### src/rtl/flipflop_jk_bank_pkg.sv
// Shared mode codes and JK cell function encoding for the JK register bank.
// Purely declarative; no state, no latency, no flow control.
package flipflop_jk_pkg;

  localparam logic [1:0] MODE_JK = 2'b00;
  localparam logic [1:0] MODE_UP = 2'b01;
  localparam logic [1:0] MODE_DN = 2'b10;
  localparam logic [1:0] MODE_SH = 2'b11;

  // Encoding is {j,k}.
  typedef enum logic [1:0] {
    JK_HOLD   = 2'b00,
    JK_RESET  = 2'b01,
    JK_SET    = 2'b10,
    JK_TOGGLE = 2'b11
  } jk_fn_e;

  function automatic logic jk_next(input logic j, input logic k, input logic q);
    jk_fn_e fn;
    logic   nxt;
    fn  = jk_fn_e'({j, k});
    nxt = q;
    case (fn)
      JK_HOLD:   nxt = q;
      JK_RESET:  nxt = 1'b0;
      JK_SET:    nxt = 1'b1;
      JK_TOGGLE: nxt = ~q;
      default:   nxt = q;
    endcase
    return nxt;
  endfunction

endpackage

### src/rtl/flipflop_jk_bank_if.sv
// Control/data bundle of the JK bank: master drives controls, slave returns state.
// No handshake; every signal is sampled or updated on the bank clock edge.
interface flipflop_jk_bank_if #(
  parameter int WIDTH = 4
);
  logic             en;
  logic [1:0]       mode;
  logic [WIDTH-1:0] J;
  logic [WIDTH-1:0] K;
  logic             sin;
  logic [WIDTH-1:0] Q;
  logic [WIDTH-1:0] QN;
  logic             tc;
  logic             sout;

  modport master (
    output en, mode, J, K, sin,
    input  Q, QN, tc, sout
  );

  modport slave (
    input  en, mode, J, K, sin,
    output Q, QN, tc, sout
  );
endinterface

### src/rtl/flipflop_jk_bank_jk_cell.sv
// Single JK flip-flop with clock enable and synchronous reset to rst_val.
// One-cycle latency; en=0 holds, no backpressure.
module jk_cell
  import flipflop_jk_pkg::*;
(
  input  logic clk,
  input  logic rst,
  input  logic rst_val,
  input  logic en,
  input  logic j,
  input  logic k,
  output logic q
);

  always_ff @(posedge clk) begin
    if (rst) begin
      q <= rst_val;
    end else if (en) begin
      q <= jk_next(j, k, q);
    end
  end

endmodule

### src/rtl/flipflop_jk_bank.sv
// WIDTH-bit JK bank reconfigured per cycle as JK storage, up/down counter or shift register.
// One-cycle latency to Q and tc; en=0 stalls the whole bank, no other backpressure.
module flipflop_jk_bank
  import flipflop_jk_pkg::*;
#(
  parameter int               WIDTH     = 4,
  parameter logic [WIDTH-1:0] RESET_VAL = {WIDTH{1'b0}}
) (
  input  logic                clk,
  input  logic                rst,
  flipflop_jk_bank_if.slave   bus
);

  logic [WIDTH-1:0] q;
  logic [WIDTH-1:0] up_t;
  logic [WIDTH-1:0] dn_t;
  logic [WIDTH-1:0] shift_src;
  logic [WIDTH-1:0] j_eff;
  logic [WIDTH-1:0] k_eff;
  logic             tc_nxt;
  logic             tc_q;

  // Toggle chains: bit i flips when all lower bits are ones (up) or zeros (down).
  assign up_t[0] = 1'b1;
  assign dn_t[0] = 1'b1;
  for (genvar i = 1; i < WIDTH; i++) begin : g_chain
    assign up_t[i] = &q[i-1:0];
    assign dn_t[i] = ~|q[i-1:0];
  end

  assign shift_src = {q[WIDTH-2:0], bus.sin};

  // J/K/sin only reach the cells in the modes that use them.
  always_comb begin
    j_eff  = '0;
    k_eff  = '0;
    tc_nxt = 1'b0;
    case (bus.mode)
      MODE_JK: begin
        j_eff = bus.J;
        k_eff = bus.K;
      end
      MODE_UP: begin
        j_eff  = up_t;
        k_eff  = up_t;
        tc_nxt = &q;
      end
      MODE_DN: begin
        j_eff  = dn_t;
        k_eff  = dn_t;
        tc_nxt = ~|q;
      end
      MODE_SH: begin
        j_eff = shift_src;
        k_eff = ~shift_src;
      end
      default: begin
        j_eff  = '0;
        k_eff  = '0;
        tc_nxt = 1'b0;
      end
    endcase
  end

  for (genvar i = 0; i < WIDTH; i++) begin : g_cell
    jk_cell u_cell (
      .clk     (clk),
      .rst     (rst),
      .rst_val (RESET_VAL[i]),
      .en      (bus.en),
      .j       (j_eff[i]),
      .k       (k_eff[i]),
      .q       (q[i])
    );
  end

  always_ff @(posedge clk) begin
    if (rst) begin
      tc_q <= 1'b0;
    end else begin
      tc_q <= bus.en & tc_nxt;
    end
  end

  assign bus.Q    = q;
  assign bus.QN   = ~q;
  assign bus.sout = q[WIDTH-1];
  assign bus.tc   = tc_q;

endmodule

### src/flat_wrapper.sv
// flat-port wrapper written by rule: the top's interface ports become plain ports
module flipflop_jk_bank_flat import flipflop_jk_pkg::*;
#(
  parameter int               WIDTH     = 4,
  parameter logic [WIDTH-1:0] RESET_VAL = {WIDTH{1'b0}}
)
  (clk, rst, bus_en, bus_mode, bus_J, bus_K, bus_sin, bus_Q, bus_QN, bus_tc, bus_sout);
  flipflop_jk_bank_if #(.WIDTH(WIDTH)) bus_i ();
  input  logic clk;
  input  logic rst;
  input wire logic [$bits(bus_i.en)-1:0] bus_en;
  input wire logic [$bits(bus_i.mode)-1:0] bus_mode;
  input wire logic [$bits(bus_i.J)-1:0] bus_J;
  input wire logic [$bits(bus_i.K)-1:0] bus_K;
  input wire logic [$bits(bus_i.sin)-1:0] bus_sin;
  output wire logic [$bits(bus_i.Q)-1:0] bus_Q;
  output wire logic [$bits(bus_i.QN)-1:0] bus_QN;
  output wire logic [$bits(bus_i.tc)-1:0] bus_tc;
  output wire logic [$bits(bus_i.sout)-1:0] bus_sout;
  assign bus_i.en = bus_en;
  assign bus_i.mode = bus_mode;
  assign bus_i.J = bus_J;
  assign bus_i.K = bus_K;
  assign bus_i.sin = bus_sin;
  assign bus_Q = bus_i.Q;
  assign bus_QN = bus_i.QN;
  assign bus_tc = bus_i.tc;
  assign bus_sout = bus_i.sout;
  flipflop_jk_bank #(.WIDTH(WIDTH), .RESET_VAL(RESET_VAL)) u_core (.clk(clk), .rst(rst), .bus(bus_i));
endmodule
### config.mk
export PLATFORM = sky130hd
export DESIGN_NAME = flipflop_jk_bank_flat
export DESIGN_NICKNAME = d
export VERILOG_FILES = /design/src/rtl/flipflop_jk_bank_pkg.sv /design/src/rtl/flipflop_jk_bank_if.sv /design/src/rtl/flipflop_jk_bank_jk_cell.sv /design/src/rtl/flipflop_jk_bank.sv /design/src/flat_wrapper.sv
export SDC_FILE = /design/constraint.sdc
export NUM_CORES = 1
export LEC_CHECK = 0
export CORE_MARGIN = 1
export CORE_UTILIZATION = 40
export DETAILED_ROUTE_END_ITERATION = 10
export DONT_BUFFER_PORTS = 1
export GPL_TIMING_DRIVEN = 0
export MAX_ROUTING_LAYER = met4
export PLACE_DENSITY = 0.6
export REMOVE_ABC_BUFFERS = 1
export SLEW_MARGIN = 25
export SYNTH_ARGS = -nofsm -noshare
export SYNTH_HDL_FRONTEND = slang
export SYNTH_SLANG_ARGS = --single-unit
### constraint.sdc
create_clock -name clk -period 3.5 [get_ports clk]
set_input_delay 0.35 -clock clk [delete_from_list [all_inputs] [get_ports clk]]
set_output_delay 0.35 -clock clk [all_outputs]
set_load 0.02 [all_outputs]
== Word level (Yosys, flattened, before mapping) ==
Cells that the tools add are included.
Word-level totals
  register bits: 5
  input bits: 14
  output and inout port bits: 10
  word-level logic and storage cells: 57
Cells by class
  equality and inequality tests: 15
  mux-type cells: 7
  bitwise gates (word level): 11
  reductions and logical operators: 19
Operators with widths (number)
  4-bit one-hot mux with 4 select lines: 2
  2-bit equality test (second input constant): 10
  1-bit one-hot mux with 3 select lines: 4
  2-bit by 1-bit equality test with 1-bit output (second input constant): 5
  2-bit logical NOT: 5
  2-bit AND reduction: 5
  1-bit inverter: 8
  4-bit inverter: 2
  1-bit logical NOT: 4
  4-bit AND reduction: 1
  4-bit OR reduction: 1
  3-bit AND reduction: 1
  3-bit OR reduction: 1
  1-bit one-hot mux with 2 select lines: 1
  2-bit OR reduction: 1
  1-bit AND: 1

== Longest topological paths before layout ==
Gate-level depths: netlist (run 1).
  depth in word-level cells: 6
  mapped depth: 7
  depth with buffers taken out: 6

== Cells and area by module ==
From an unflattened synthesis (run 1), not the netlist that was laid out.
Second synthesis, totals
  cell total of the unflattened synthesis: 73
  area, all modules: 586.8 sq um
By module, submodules not included
  flipflop_jk_bank: instances 1, cells each 49, area each 331.6 sq um, seq. area each 20.0 sq um
  jk_cell: instances 4, cells each 6, area each 63.8 sq um, seq. area each 30.0 sq um

== Worst setup path before layout (run 1) ==
OpenSTA, ideal clock, no wires.
  path kind: in2reg
  from: input port bus_mode[1]
  to: register u_core.g_cell[3].u_cell.q
  setup time: 120 ps
  arrival time: 1312 ps
  required time: 3380 ps
  slack: 2067 ps
  stages: 6
  path buffers: 0
  path through: inv_1 > ha_1 > and3_4 > a221oi_2 > mux2i_1 > nand2_1
Between the ends
  longest elaborated chain between the ends: 5
  elaborated cells between the ends (all ways): 13
  those cells by class: 6 x eq/ne; 3 x mux; 1 x bitwise; 3 x reduce/logical
Ends and longest elaborated chain
  start: declaration: line flat_wrapper.sv:12  | input wire logic [$bits(bus_i.mode)-1:0] bus_mode;
  parallel branches: the longest is 5 deep, another holds 4-bit one-hot mux with 4 select lines
  end signal: assignment: line flipflop_jk_bank_jk_cell.sv:17  | q <= rst_val;
  end signal: assignment: line flipflop_jk_bank_jk_cell.sv:19  | q <= jk_next(j, k, q);
  end: declaration: line flipflop_jk_bank_jk_cell.sv:12  | output logic q
Parallel ways; which one is timed is not known.
A chain may end at the register's enable or synchronous reset.

== Worst setup path in the final report (run 1) ==
  from: register u_core.g_cell[3].u_cell.q
  to: register u_core.g_cell[3].u_cell.q
Between the ends
  longest elaborated chain between the ends: 2
Ends and longest elaborated chain
  1-bit inverter: line flipflop_jk_bank_pkg.sv:27  | JK_TOGGLE: nxt = ~q;
  1-bit one-hot mux with 3 select lines: line flipflop_jk_bank_pkg.sv:23  | case (fn)
Every way passes these cells.

==> flow_summary_export.csv, run 1 <==
group,metric,value,unit
run_status,status,"finished, final reports clean",
floorplan,initial_utilization,0.4346,
worst_setup_path,worstPathCellList,"inv_1 > o2111a_1 > a311oi_1 > nand2_1",
sta,setup-tns-final,0,ns
clock_tree,cts_root_buf,"clkbuf_4",
synth,synth_enable_flop_cells,0,
synth,synth_cell_type_count,30,
worst_setup_path,crit_required,3.62,ns
placement,place.gp.congestion,0.7731,
power_and_ir_drop,cellLeakagePower,0.2304,nW
synth,yosys-top-cells-count,"inv_1, ha_1",
clock_tree,clock_sinks,5,
worst_setup_path,crit_type,"flop to flop",
sta,fin_crit_sh,0.4405,
grt,grt_max_degree,12,
synth,yosys.area.top_type,"dfxtp_1",
clock_tree,cts_resized,0,
detailed_routing,drc,0,
synth,synth_top_cell_area_share,0.1770,
grt,met3_usage,0.08523,
clock_tree,htree_levels,1,
sta,grt_setup_unrepaired,"false",
sta,hold_viol_final,0,
floorplan,die-area,0.001568,mm^2
clock_tree,clk_path_buf_depth,2,
synth,avgSynthCellArea,7.855,um^2
synth,synth_seq_cells,5,
clock_tree,numCtsBuffers,3,
grt,use_met1,0.2162,
synth,ys_top_cells_by_area,"dfxtp_1, ha_1, buf_4",
placement,io_buffers,0,
power_and_ir_drop,powerDensity,355.6,mW/mm^2
detailed_routing,drtIter0Drc,14,
grt,grt.total_usage,0.1671,
detailed_routing,dr.pass1.iters,4,
worst_setup_path,slowest_stage,"dfxtp_1",
placement,place_area,513.0,um^2
clock_tree,clock_latency,0.24,ns
job,drv_cap,0,
detailed_routing,routed_via_density,5.904,
synth,synthFlopType,"dfxtp_1",
grt,overflow,0,
hold_path,hold_class,"primary input to flop",
placement,dpl.hpwl,889.9,um
floorplan,num_io_pins,24,
final_layout,syn2layout_area_growth,-4.646,%
worst_setup_path,critPathMaxStageDelay,0.61,ns
worst_setup_path,cp_max_fo,5,
grt,top_usage_layer,"met2",
final_layout,final_cell_area,539.3,um^2
detailed_routing,wl_per_cell,13.35,um
grt,antenna_found_initial,0,
worst_setup_path,critical_path_arrival,1.67,ns
final_layout,fin_util,0.4144,
detailed_routing,vias,490,
sta,fin_ws,1.958,ns
floorplan,core_area,0.001301,mm^2
final_layout,multi_input_area,360.3,um^2
clock_tree,cts_hold_buffers,0,
synth,ys_seq_area_frac,0.1770,
detailed_routing,postRouteAntennaNets,0,
synth,ys_async_sr_fraction,0,
worst_setup_path,end_kind,"flop",
final_layout,final_nets,89,
placement,dp.cells,79,
synth,synthCells,72,
synth,synth_most_common_cell,"inv_1",
clock_tree,cts_tree,"yes",
clock_tree,clkTransAtPathRegs,0.04,ns
worst_setup_path,start_kind,"flop",
sta,relSlewSlack,0.6653,
clock_tree,post-cts-setup-buffers,0,
grt,grt_first_pass_wirelength,1711,um
floorplan,die-width,39.60,um
sta,fin_crit,1.542,ns
synth,yosys_warnings,0,
final_layout,drive_gt1_frac,0.08824,
sta,slew_viol_final,0,
final_layout,n_fill_cell,144,
final_layout,antenna_cells,0,
sta,max_freq,648.6,MHz
floorplan,rows,13,
floorplan,die_height,39.60,um
sta,worst_pin_slew,0.5014,ns
power_and_ir_drop,vdd_drop_max,216.1,uV
detailed_routing,wirelength,1108,um
synth,syn-cell-area,565.5,um^2
placement,dp_slack,1.715,ns
grt,grt_pass1_vias,440,
final_layout,seq_area,100.1,um^2
grt,use_met2,0.2459,
sta,setup_viol,0,
sta,skew,0.0003718,ns
final_layout,fin_cells,83,
[area by class of cell]
type | count | area share
Tap cell | 15 | 0.03480
Inverter | 9 | 0.06265
Clock buffer | 4 | 0.04872
Sequential cell | 5 | 0.1856
Multi-Input combinational cell | 50 | 0.6682
[where the power goes]
group / switching [W] / internal, W / leakage (nW) / total, W
registers: 0.0000176 / 0.0000621 / 0.0410 / 0.0000797
clock network: 0.0000225 / 0.0000430 / 0.0150 / 0.0000655
logic: 0.0000280 / 0.0000185 / 0.174 / 0.0000465
total: 0.0000681 / 0.000124 / 0.230 / 0.000192
[sequential cells by signal, indices dropped and copies added, names as in the netlist]
register and flops:
u_core.g_cell.u_cell.q 4, u_core.bus.tc 1
[critical path, delay by kind of cell, from the launching register on]
family	cells	cell delay [ns]
flops	1	0.61
compound gates	2	0.48
buf+inv	1	0.26
simple gates	1	0.08
[stage by stage]
| stage | hold slack (ns) | total power [W] |
|---|---|---|
| CTS | 0.1819 | 0.0001943 |
| detailed placement | 0.4342 | 0.0001271 |
| global placement | 0.4363 | 0.0001273 |
| global route | 0.1666 | 0.0002059 |
| floorplan | 0.4261 | 0.0001181 |
| finish | 0.1867 | 0.0001918 |
[cells in the final DEF, fill, tap and decap left out, types with 3 or more instances in the layout]
| master | netlist | routed |
|---|---|---|
| inv_1 | 9 | 9 |
| ha_1 | 6 | 6 |
| a21oi_1 | 5 | 5 |
| o21ai_0 | 5 | 5 |
| dfxtp_1 | 5 | 5 |
| nor2_1 | 4 | 4 |
| nand3_1 | 3 | 3 |
| nand2_1 | 3 | 3 |
| clkbuf_4 | 0 | 3 |
[path summary, 6_finish.rpt]
check,from,end,slack (ns),cells past startpoint
worst max register to register,u_core.g_cell[3].u_cell.q,u_core.g_cell[3].u_cell.q,1.96,4
worst min-delay path,rst,u_core.g_cell[2].u_cell.q,0.19,1
worst max-delay path,u_core.g_cell[3].u_cell.q,u_core.g_cell[3].u_cell.q,1.96,4
worst min register to register,u_core.g_cell[2].u_cell.q,u_core.bus.tc,0.68,2
[per-layer routing]
metal	wire (um)	vias to the layer above
met5	0	-
met4	0	0
met3	93	0
met2	475	17
met1	539	229
li1	-	244
[cells by family after synthesis]
family,synth area share
compound gates,0.2788
fa+ha+maj,0.1327
buf+inv,0.1858
flops,0.1770
mux,0.01770
simple gates,0.2080
Power figures use the tool's default switching activity.
==> inputs of run 2 (changes only) <==
- clock period: 3.5 -> 1.53 ns (I/O delays scaled with it)
==> flow_summary_export.csv, run 2 (synthesis results as in run 1) <==
group,metric,value,unit
placement,dpl.hpwl,889.9,um
power_and_ir_drop,cellLeakagePower,0.2353,nW
run_status,status,"finished, final reports clean",
clock_tree,clock_latency,0.24,ns
worst_setup_path,cp-startpoint,"u_core.g_cell[2].u_cell.q",
floorplan,die_height,39.60,um
clock_tree,numCtsBuffers,3,
detailed_routing,drtIter0Drc,25,
clock_tree,cts_root_buf,"clkbuf_4",
final_layout,syn2layout_area_growth,-2.434,%
final_layout,antenna_cells,0,
worst_setup_path,cp_max_fo,7,
worst_setup_path,r2r_start,"u_core.g_cell[2].u_cell.q",
sta,hold_ws,0.06676,ns
sta,max_freq,713.0,MHz
grt,grt.total_usage,0.1695,
final_layout,final_nets,90,
placement,dp.cells,79,
hold_path,worstHoldStart,"bus_en",
sta,slew_viol_final,0,
detailed_routing,dr.pass1.iters,4,
final_layout,largest_reg_flops,4,
sta,worst_pin_slew,0.4445,ns
sta,fin_crit,1.402,ns
sta,fin_crit_sh,0.9167,
floorplan,num_io_pins,24,
worst_setup_path,end_kind,"flop",
detailed_routing,vias,492,
final_layout,drive_gt1_frac,0.1159,
sta,grt_setup_unrepaired,"false",
worst_setup_path,crit_type,"flop to flop",
floorplan,initial_utilization,0.4346,
floorplan,die-width,39.60,um
clock_tree,clock_sinks,5,
clock_tree,clk_path_buf_depth,2,
hold_path,hold_class,"primary input to flop",
final_layout,fin_cells,84,
grt,grt_first_pass_wirelength,1738,um
sta,setup-tns-final,0,ns
grt,antenna_found_initial,0,
power_and_ir_drop,vdd_drop_max,425.5,uV
detailed_routing,wl_per_cell,13.52,um
final_layout,top_register,"u_core.g_cell.u_cell.q",
floorplan,rows,13,
floorplan,core_area,0.001301,mm^2
clock_tree,post-cts-setup-buffers,0,
final_layout,layout_common_cells,"inv_1, ha_1, a21oi_1, o21ai_0, nor2_1",
sta,setup_viol,0,
floorplan,die-area,0.001568,mm^2
worst_setup_path,start_kind,"flop",
clock_tree,clkTransAtPathRegs,0.05,ns
detailed_routing,drc,0,
worst_setup_path,crit_required,1.71,ns
sta,hold_viol_final,0,
placement,place.gp.congestion,0.7731,
final_layout,mostFrequentLayoutCell,"inv_1",
sta,relSlewSlack,0.7033,
grt,grt_max_degree,12,
sta,skew,0.006269,ns
worst_setup_path,critical_path_arrival,1.58,ns
placement,io_buffers,0,
grt,overflow,0,
detailed_routing,postRouteAntennaNets,0,
grt,grt_pass1_vias,445,
job,drv_cap,0,
final_layout,multi_input_area,360.3,um^2
power_and_ir_drop,powerDensity,813.6,mW/mm^2
final_layout,seq_area,102.6,um^2
clock_tree,htree_levels,1,
final_layout,n_fill_cell,142,
detailed_routing,wirelength,1136,um
clock_tree,cts_tree,"yes",
detailed_routing,routed_via_density,5.857,
[run 2: changes by cell type in the layout (fill, tap and decap cells not counted)]
cell	previous run	this run
dfxtp_1	5	3
dfxtp_2	0	2
dlygate4sd3_1	0	1
[run 2: area by class of cell]
| type | instances | area share |
|---|---|---|
| multi-input combinational | 50 | 0.6531 |
| timing repair buffer | 1 | 0.01814 |
| clock buffer | 4 | 0.04762 |
| inverter | 9 | 0.06122 |
| tap | 15 | 0.03401 |
| sequential | 5 | 0.1859 |
[run 2: report_power, final]
part / internal [W] / total [W] / switching [W]
sequential: 0.000144 / 0.000185 / 0.0000411
combinational: 0.0000440 / 0.000109 / 0.0000650
clock: 0.0000987 / 0.000155 / 0.0000566
[run 2: what timing repair did]
item,in CTS,in global routing
hold buffers,1,0
hold endpoints to repair,1,0
setup endpoints to repair,1,1
resized for setup,1,1
[run 2: layer usage]
| layer | global-route usage | part of all wire | wire (um) |
|---|---|---|---|
| met2 | 0.2541 | 0.42 | 480 |
| met3 | 0.08523 | 0.12 | 134 |
| met1 | 0.2162 | 0.46 | 522 |
| met4 | 0 | 0 | 0 |
| met5 | - | 0 | 0 |
[run 2: worst paths after layout]
kind / end / slack, ns / depth (start not counted)
worst max-delay path: u_core.g_cell[3].u_cell.q / 0.13 / 4
worst min-delay path: u_core.bus.tc / 0.07 / 2
worst max register to register: u_core.g_cell[3].u_cell.q / 0.13 / 4
worst min register to register: u_core.bus.tc / 0.61 / 2
[run 2: critical path, cell delays in order (launching register included)]
cell and delay, ns:
dfxtp_1 0.58, inv_1 0.24, nor4_1 0.33, a311oi_1 0.09, nand2_1 0.10
[run 2: metrics by stage]
stage | setup slack [ns] | util | area [um^2] | total power [W]
floorplan | 0.1164 | - | 494.2 | 0.0002703
global placement | -0.04988 | 0.3942 | 513.0 | 0.0002912
detailed placement | -0.05802 | 0.3942 | 513.0 | 0.0002909
CTS | 0.04869 | 0.4231 | 550.5 | 0.0004477
global route | 0.01541 | 0.4240 | 551.8 | 0.0004767
finish | 0.1275 | 0.4240 | 551.8 | 0.0004489
==> inputs of run 3 (changes only) <==
- ABC_AREA: not set -> 1
- CORE_AREA: not set -> 2 2 39 41
- CORE_MARGIN: 1 -> not set
- CORE_UTILIZATION: 40 -> not set
- DIE_AREA: not set -> 0 0 41 43
- PLACE_DENSITY: 0.6 -> 0.59
==> flow_summary_export.csv, run 3 <==
group,metric,value,unit
run_status,status,"finished, final reports clean",
worst_setup_path,worstPathCellList,"inv_1 > nor2_2 > nor2_1 > nand2_1 > nand2_1 > nand2_1 > a21oi_1",
sta,skew,0.002570,ns
clock_tree,clock_latency,0.24,ns
final_layout,final_nets,103,
worst_setup_path,end_kind,"flop",
sta,setup_viol,0,
grt,grt_max_degree,10,
worst_setup_path,critPathTopFamily,"flip-flops",
clock_tree,htree_levels,1,
worst_setup_path,crit_required,1.66,ns
synth,synthCells,82,
synth,synth_cell_type_count,18,
detailed_routing,dr.pass1.iters,4,
worst_setup_path,crit_type,"flop to flop",
floorplan,initial_utilization,0.3716,
synth,yosys.area.top_type,"dfxtp_1",
clock_tree,clk_path_buf_depth,2,
final_layout,fin_cells,98,
grt,overflow,0,
synth,yosys-top-cells-count,"nor2_1, inv_1, nand2_1",
power_and_ir_drop,vdd_drop_max,366.0,uV
grt,grt_first_pass_wirelength,1959,um
worst_setup_path,critical_path_arrival,1.48,ns
floorplan,rows,14,
clock_tree,cts_tree,"yes",
sta,slew_viol_final,0,
clock_tree,clkTransAtPathRegs,0.05,ns
final_layout,top_register,"u_core.g_cell.u_cell.q",
floorplan,core_area,0.001384,mm^2
clock_tree,numCtsBuffers,3,
final_layout,largest_reg_flops,4,
placement,dpl.hpwl,932.7,um
grt,antenna_found_initial,0,
worst_setup_path,start_kind,"flop",
detailed_routing,postRouteAntennaNets,0,
placement,place.gp.congestion,0.9052,
synth,synth_seq_cells,5,
synth,synth_enable_flop_cells,0,
clock_tree,clock_sinks,5,
detailed_routing,routed_via_density,5.255,
placement,io_buffers,0,
final_layout,layout_common_cells,"nor2_1, inv_1, nand2_1",
sta,hold_viol_final,0,
final_layout,drive_gt1_frac,0.07317,
clock_tree,cts_root_buf,"clkbuf_4",
synth,ys_async_sr_fraction,0,
worst_setup_path,slowest_stage,"dfxtp_1",
detailed_routing,drc,0,
sta,fin_crit_sh,0.8828,
synth,yosys_warnings,0,
final_layout,antenna_cells,0,
hold_path,hold_class,"primary input to flop",
final_layout,mostFrequentLayoutCell,"nor2_1",
synth,ys_top_cells_by_area,"dfxtp_1, ha_1, nor2_1",
synth,avgSynthCellArea,6.271,um^2
worst_setup_path,critPathMaxStageDelay,0.57,ns
grt,grt.total_usage,0.1708,
floorplan,die_height,43,um
worst_setup_path,cp_max_fo,7,
detailed_routing,wl_per_cell,12.35,um
floorplan,die-width,41,um
sta,relSlewSlack,0.6573,
sta,grt_setup_unrepaired,"false",
detailed_routing,vias,515,
placement,dp.cells,93,
synth,synth_most_common_cell,"nor2_1",
sta,hold_ws,0.07086,ns
final_layout,syn2layout_area_growth,3.893,%
job,drv_cap,0,
grt,grt_pass1_vias,492,
worst_setup_path,cp_num_buf_inv,1,
power_and_ir_drop,powerDensity,818.8,mW/mm^2
synth,synth_top_cell_area_share,0.1946,
detailed_routing,drtIter0Drc,8,
synth,ys_seq_area_frac,0.1946,
synth,syn-cell-area,514.2,um^2
floorplan,die-area,0.001763,mm^2
worst_setup_path,cpMostUsedCell,"nand2_1",
sta,setup-tns-final,0,ns
power_and_ir_drop,power.total,0.0004374,W
synth,synthFlopType,"dfxtp_1",
detailed_routing,wirelength,1210,um
sta,fin_crit,1.351,ns
floorplan,num_io_pins,24,
power_and_ir_drop,cellLeakagePower,0.2440,nW
sta,worst_pin_slew,0.5134,ns
sta,max_freq,740.4,MHz
[run 3: cell count changes after synthesis, moves of 2 or more]
cell / change
nand2_1: +9
nor3b_1: -2
nand3_1: -2
o2111a_1: -2
nor2_1: +12
buf_6: -3
inv_1: +3
nor2b_1: -2
a21oi_1: +2
[run 3: stage by stage]
stage	instance area, um^2	worst slack [ns]	util
after floorplan	476.7	0.2507	-
after global placement	496.7	0.1235	0.3590
after detailed placement	496.7	0.1204	0.3590
after CTS	533.0	0.1092	0.3852
after global routing	534.3	0.07081	0.3861
final	534.3	0.1793	0.3861
[run 3: cell type report]
| class | instances | area [um^2] |
|---|---|---|
| well taps | 16 | 20.02 |
| repair buffers | 1 | 10.01 |
| flip-flops and latches | 5 | 101.3 |
| inverters | 12 | 45.04 |
| clock buffers | 4 | 26.28 |
| multi-input cells | 60 | 331.6 |
| fillers | 152 | 849.6 |
[run 3: kinds of logic after synthesis]
| family | after synthesis | share of synthesized area |
|---|---|---|
| and+or+nand+nor | 34 | 0.2749 |
| buffers and inverters | 17 | 0.1606 |
| AOI/OAI and AO/OA | 20 | 0.2238 |
| adders and majority gates | 6 | 0.1460 |
| DFF | 5 | 0.1947 |
[run 3: final timing paths]
kind,end,from,depth (start not counted),slack (ns)
max,u_core.g_cell[3].u_cell.q,u_core.g_cell[2].u_cell.q,7,0.18
min reg2reg,u_core.g_cell[0].u_cell.q,u_core.g_cell[0].u_cell.q,2,0.58
max reg2reg,u_core.g_cell[3].u_cell.q,u_core.g_cell[2].u_cell.q,7,0.18
min,u_core.bus.tc,bus_en,2,0.07
[run 3: power breakdown]
| part | switching (W) | internal (W) | leakage (nW) |
|---|---|---|---|
| logic | 0.0000693 | 0.0000386 | 0.188 |
| registers | 0.0000342 | 0.000141 | 0.0414 |
| clock network | 0.0000553 | 0.0000987 | 0.0150 |
[run 3: routing by layer]
| layer | vias up | global-route usage | share of wire |
|---|---|---|---|
| li1 | 262 | - | - |
| met1 | 226 | 0.2090 | 0.46 |
| met2 | 25 | 0.2281 | 0.45 |
| met3 | 2 | 0.09948 | 0.078 |
| met4 | 0 | 0.06000 | 0.015 |
| met5 | - | - | 0 |
[run 3: timing repair]
| item | CTS | global route |
|---|---|---|
| resized for setup | 0 | 1 |
| hold endpoints to repair | 2 | 0 |
| setup buffers | 0 | 0 |
| hold buffers | 1 | 0 |
| endpoints found under the setup margin | 0 | 1 |
